[config.mk]
export PLATFORM = sky130hd
export DESIGN_NAME = store_result_monitor
export DESIGN_NICKNAME = d
export VERILOG_FILES = /design/src/rtl/monitor_pkg.sv /design/src/rtl/store_trace_ring.sv /design/src/rtl/store_result_monitor.sv
export SDC_FILE = /design/constraint.sdc
export NUM_CORES = 1
export LEC_CHECK = 0
export CORE_UTILIZATION = 51
export CTS_BUF_LIST = sky130_fd_sc_hd__clkbuf_4 sky130_fd_sc_hd__clkbuf_8 sky130_fd_sc_hd__clkbuf_16
export DETAILED_ROUTE_END_ITERATION = 10
export PLACE_DENSITY = 0.79
export SYNTH_ARGS = -nofsm -noshare
export SYNTH_HDL_FRONTEND = slang
export SYNTH_SLANG_ARGS = --single-unit
[constraint.sdc]
create_clock -name clk -period 17.8 [get_ports clk]
set_input_delay 5.34 -clock clk [delete_from_list [all_inputs] [get_ports clk]]
set_output_delay 5.34 -clock clk [all_outputs]
set_load 0.1 [all_outputs]
[src/rtl/monitor_pkg.sv]
// Shared encodings and default signature constants for the store-result monitor,
// so the simulation bench and the FPGA top agree on what "pass" looks like.
package monitor_pkg;

  localparam logic [1:0] ST_RUN     = 2'd0;
  localparam logic [1:0] ST_PASS    = 2'd1;
  localparam logic [1:0] ST_FAIL    = 2'd2;
  localparam logic [1:0] ST_TIMEOUT = 2'd3;

  typedef enum logic [1:0] {
    RUN     = ST_RUN,
    PASS    = ST_PASS,
    FAIL    = ST_FAIL,
    TIMEOUT = ST_TIMEOUT
  } mon_state_t;

  localparam logic [31:0] DEF_PASS_ADDR    = 32'd100;
  localparam logic [31:0] DEF_PASS_DATA    = 32'd25;
  localparam logic [31:0] DEF_SCRATCH_ADDR = 32'd96;

endpackage

[src/rtl/store_trace_ring.sv]
// Small ring of recent {address, data} stores with a newest-relative read port
// (rd_idx 0 = most recent push). TRACE_DEPTH must be a power of two.
module store_trace_ring #(
  parameter int TRACE_DEPTH = 4,
  localparam int IDX_W = $clog2(TRACE_DEPTH)
) (
  input  logic             clk,
  input  logic             reset,
  input  logic             push,
  input  logic [31:0]      push_addr,
  input  logic [31:0]      push_data,
  input  logic [IDX_W-1:0] rd_idx,
  output logic [31:0]      rd_addr,
  output logic [31:0]      rd_data
);

  logic [63:0]      ring [TRACE_DEPTH];
  logic [IDX_W-1:0] wptr;
  logic [IDX_W-1:0] rd_ptr;

  always_ff @(posedge clk) begin
    if (reset) begin
      wptr <= '0;
      for (int i = 0; i < TRACE_DEPTH; i++) ring[i] <= '0;
    end else if (push) begin
      ring[wptr] <= {push_addr, push_data};
      wptr       <= wptr + IDX_W'(1);
    end
  end

  // Pointer arithmetic wraps naturally because the depth is a power of two.
  assign rd_ptr             = wptr - IDX_W'(1) - rd_idx;
  assign {rd_addr, rd_data} = ring[rd_ptr];

endmodule

[src/rtl/store_result_monitor.sv]
// Passive watcher on the data-memory write bus: decides pass/fail/timeout from the
// stores a test program makes, and keeps counters plus a short store trace for ILA debug.
module store_result_monitor
  import monitor_pkg::*;
#(
  parameter logic [31:0] PASS_ADDR      = DEF_PASS_ADDR,
  parameter logic [31:0] PASS_DATA      = DEF_PASS_DATA,
  parameter logic [31:0] SCRATCH_ADDR   = DEF_SCRATCH_ADDR,
  parameter int unsigned TIMEOUT_CYCLES = 1000,
  parameter int          TRACE_DEPTH    = 4,
  parameter int          CNT_W          = 16
) (
  input  logic                           clk,
  input  logic                           reset,
  input  logic                           MemWrite,
  input  logic [31:0]                    DataAdr,
  input  logic [31:0]                    WriteData,
  output logic                           done,
  output logic                           pass,
  output logic                           fail,
  output logic                           timeout,
  output logic [CNT_W-1:0]               store_count,
  output logic [CNT_W-1:0]               cycle_count,
  output logic [31:0]                    bad_addr,
  output logic [31:0]                    bad_data,
  input  logic [$clog2(TRACE_DEPTH)-1:0] trace_idx,
  output logic [31:0]                    trace_addr,
  output logic [31:0]                    trace_data
);

  localparam logic [31:0] TMO_LAST = 32'(TIMEOUT_CYCLES) - 32'd1;

  mon_state_t state, next_state;
  logic       running;
  logic       store;
  logic       is_pass_store;
  logic       is_scratch_store;
  logic       timeout_hit;

  function automatic logic [CNT_W-1:0] sat_inc(input logic [CNT_W-1:0] v);
    return (&v) ? v : v + 1'b1;
  endfunction

  assign running          = (state == RUN);
  assign store            = running && MemWrite;
  assign is_pass_store    = (DataAdr == PASS_ADDR) && (WriteData == PASS_DATA);
  assign is_scratch_store = (DataAdr == SCRATCH_ADDR);
  assign timeout_hit      = (TIMEOUT_CYCLES != 0) && (32'(cycle_count) == TMO_LAST);

  // A deciding store takes priority over a timeout landing on the same edge.
  always_comb begin
    next_state = state;
    if (running) begin
      if (MemWrite && is_pass_store)         next_state = PASS;
      else if (MemWrite && !is_scratch_store) next_state = FAIL;
      else if (timeout_hit)                   next_state = TIMEOUT;
    end
  end

  always_ff @(posedge clk) begin
    if (reset) begin
      state       <= RUN;
      store_count <= '0;
      cycle_count <= '0;
      bad_addr    <= '0;
      bad_data    <= '0;
    end else begin
      state <= next_state;
      if (running) cycle_count <= sat_inc(cycle_count);
      if (store)   store_count <= sat_inc(store_count);
      if (running && next_state == FAIL) begin
        bad_addr <= DataAdr;
        bad_data <= WriteData;
      end
    end
  end

  assign pass    = (state == PASS);
  assign fail    = (state == FAIL);
  assign timeout = (state == TIMEOUT);
  assign done    = !running;

  store_trace_ring #(
    .TRACE_DEPTH (TRACE_DEPTH)
  ) u_trace (
    .clk       (clk),
    .reset     (reset),
    .push      (store),
    .push_addr (DataAdr),
    .push_data (WriteData),
    .rd_idx    (trace_idx),
    .rd_addr   (trace_addr),
    .rd_data   (trace_data)
  );

endmodule

==> metrics.md <==
| Metric | Value |
|---|---|
| TritonCTS buffer count | `37` |
| Final Hold Slack | `0.473 ns` |
| Post-route core utilization | `0.660` |
| Status | `finished clean` |
| Min-Delay Path Class | `register to register` |
| # clock sinks | `356` |
| Resized cells post-CTS | `0` |
| Worst R2R End | `u_trace.ring[1][19]` |
| Top cells by area, synth | `edfxtp_1 50%, dfxtp_1 13%, mux4_2 9.4%` |
| Share of cells above drive strength 1 | `0.118` |
| Placed cell area | `17900 sq um` |
| WL final | `39800 microns` |
| Synth top area share | `0.503` |
| Slew Viols, Final | `0` |
| Internal power | `0.00156 W` |
| CP endpoint kind | `output pin` |
| Via count | `10300` |
| Final setup margin | `3.59 ns` |
| Reg2reg path depth | `3` |
| CP Data Required Time | `12.46 ns` |
| Initial DRC Count | `993` |
| Combinational fraction of design power | `0.252` |
| First-pass DRT Iterations | `5` |
| Leakage | `7.21 nW` |
| Switching power | `0.000772 W` |
| CTS clock-pin slew for the worst setup and hold paths | `0.06 ns` |
| Worst Hold End | `bad_addr[6]` |
| Global Route Usage Sum | `0.259` |
| PortBufs | `232` |
| Number of distinct library cells after synthesis | `60` |
| Mapped cell area | `15300 sq um` |
| Fraction of registers with async set/reset | `0` |
| Worst skew pair latency | `0.52 ns` |
| Top_reg_cell synth | `edfxtp_1` |
| First-pass GRT wire length | `60000 microns` |
| Vias in the first global route | `10300` |
| GR Overflow Total | `0` |
| Cell repeated most along the worst path | `clkdlybuf4s50_1` |
| RR Startpoint | `u_trace.wptr[0]` |
| CP max-delay cell | `clkdlybuf4s50_1` |
| Crit-path max cell delay | `0.99 ns` |
| Antenna Cells | `0` |
| RSZ-0062 raised after global routing | `false` |
| WL/cell | `22.1 microns` |
| Final antenna-violating net count | `0` |
| Net Sw Frac | `0.330` |
| Worst hold start | `bad_addr[6]` |
| Syn Inst Count | `1174` |
| Die height | `175 microns` |
| Final Hold Fails | `0` |
| Die Width | `175 microns` |
| Fin area | `19200 sq um` |
| Min cycle time layout | `14.21 ns` |
| Commonest non-fill, non-tap cell in the layout | `edfxtp_1` |
| Post-CTS Setup Bufs | `0` |
| Post-route setup TNS | `0 ns` |
| # H-tree levels | `2` |
| Synth Register Bits | `356` |
| Post-route DRC | `0` |
| Clock tree buffer depth | `3` |
| Die area | `30600 sq um` |
| Worst vdd ir | `59.9 uV` |
| CP max FO | `36` |
| CTS tree | `built` |
| Pre-CTS setup slack | `3.50 ns` |
| Area grow syn2layout | `25.7%` |
| Max-cap check violation count | `0` |
| Fin Clk Skew | `0.0153 ns` |
| Final-report setup violation count | `0` |
| Sequential share of power | `0.412` |
| Core Region | `29100 sq um` |
| Nets | `1461` |
| Tcrit/Tclk final | `0.798` |
| I/O Pins | `233` |
| GP Congestion | `0.915` |
| CTS root buffer | `clkbuf_16` |
| Clk pwr share | `0.337` |
| Reg2Reg Setup Slack | `14.58 ns` |
| Hpwl dp | `25400 microns` |
| EDFF count, synth | `256` |
| Top delay family on crit path | `buffers and inverters` |
| CP bufs+invs | `4` |
| Vias/cell | `5.72` |
| Total nets after synthesis | `1246` |
| Syn_area_per_cell | `13.0 sq um` |
| Cts hold-fix bufs | `0` |
| Rel. slew slack | `0.263` |
| Num rows | `62` |
| Sequential area share after synthesis | `0.634` |
| CP Cell Sequence | `clkdlybuf4s50_1 -> inv_1 -> ha_4 -> buf_4 -> mux4_2 -> clkdlybuf4s50_1` |
| Commonest cells after routing, fill and taps aside | `256 x edfxtp_1, 231 x clkdlybuf4s50_1, 161 x nor2_1` |
| PD cells | `122 nW/um^2` |
| Fmax | `70.4 MHz` |
| Starting density of the core | `0.525` |
| Worst Path Arrival | `8.87 ns` |
| Initial antenna violation count | `0` |
| Setup CP Type | `primary input to output pin` |
| Largest area contributor in the netlist | `edfxtp_1` |
| Pin count of the biggest net entering global routing | `99` |
| Crit path launch type | `primary input` |
| Yosys warnings | `0` |
| Slew @ Worst Pin | `1.10 ns` |
| Worst hold stages | `2` |
==> flip-flops by register name (all words and copies together), names as in the netlist <==
signal	count
u_trace.ring	256
u_trace.wptr	2
cycle_count	16
bad_data	32
bad_addr	32
store_count	16
state	2
==> area by class of cell <==
cell class | count | area (sq um)
clock buffer | 53 | 1130
clock inverter | 15 | 126
fill | 2090 | 9890
inverter | 70 | 263
multi-input combinational | 682 | 5110
sequential | 356 | 9690
tap | 384 | 480
timing repair buffer | 242 | 2390
==> worst register-to-register path, stage by stage (launching register included) <==
cell      delay [ns]
dfxtp_1         0.65
nand2b_4        0.59
o21bai_4        0.94
buf_4           0.67
==> through the flow <==
stage               power, W  instances
finish               0.00234       1802
global route         0.00240       1802
CTS                  0.00235       1802
detailed placement   0.00157       1734
global placement     0.00156       1734
floorplan            0.00142       1174
==> cell families after synthesis <==
logic type	count (synthesis)	synth area share
adders and majority gates	3	0.00246
and+or+nand+nor	483	0.163
xor gates and xnor gates	26	0.0149
AOI/OAI and AO/OA	69	0.0300
muxes	101	0.119
DFF	356	0.634
buffers and inverters	136	0.0370
==> power by group through the flow <==
stage,Sequential [W],Clock [W],Combinational (W)
floorplan,0.00105,0,0.000370
global placement,0.000978,0,0.000584
detailed placement,0.000978,0,0.000590
CTS,0.000961,0.000793,0.000591
global route,0.000964,0.000826,0.000607
finish,0.000961,0.000787,0.000588
==> cell usage after synthesis, types with 6 or more instances <==
library cell	number
and2_1	65
clkbuf_2	8
edfxtp_1	256
inv_1	69
mux2i_1	37
nor3_1	6
nand4_1	8
xor2_1	16
nand2_1	77
nand3_1	14
xnor2_1	10
o21ai_0	33
mux4_2	64
clkbuf_1	26
buf_2	14
nor2_1	161
nand2b_1	103
dfxtp_1	100
nor4_1	13
buf_1	12
==> routing by layer <==
metal	GRT usage	wire [microns]
met1	0.342	15800
met2	0.431	19400
met3	0.0500	3420
met4	0.0866	1190
met5	0	0
==> how the worst max path moves through the flow <==
stage / slack, ns / start / depth (start not counted) / end
floorplan: 5.23 / trace_idx[0] / 5 / trace_addr[0]
global placement: 3.58 / trace_idx[0] / 6 / trace_addr[0]
detailed placement: 3.50 / trace_idx[0] / 6 / trace_addr[0]
CTS: 3.50 / trace_idx[0] / 6 / trace_addr[0]
global route: 3.36 / trace_idx[0] / 6 / trace_addr[0]
finish: 3.59 / trace_idx[0] / 6 / trace_addr[0]
Power figures use the tool's default switching activity.
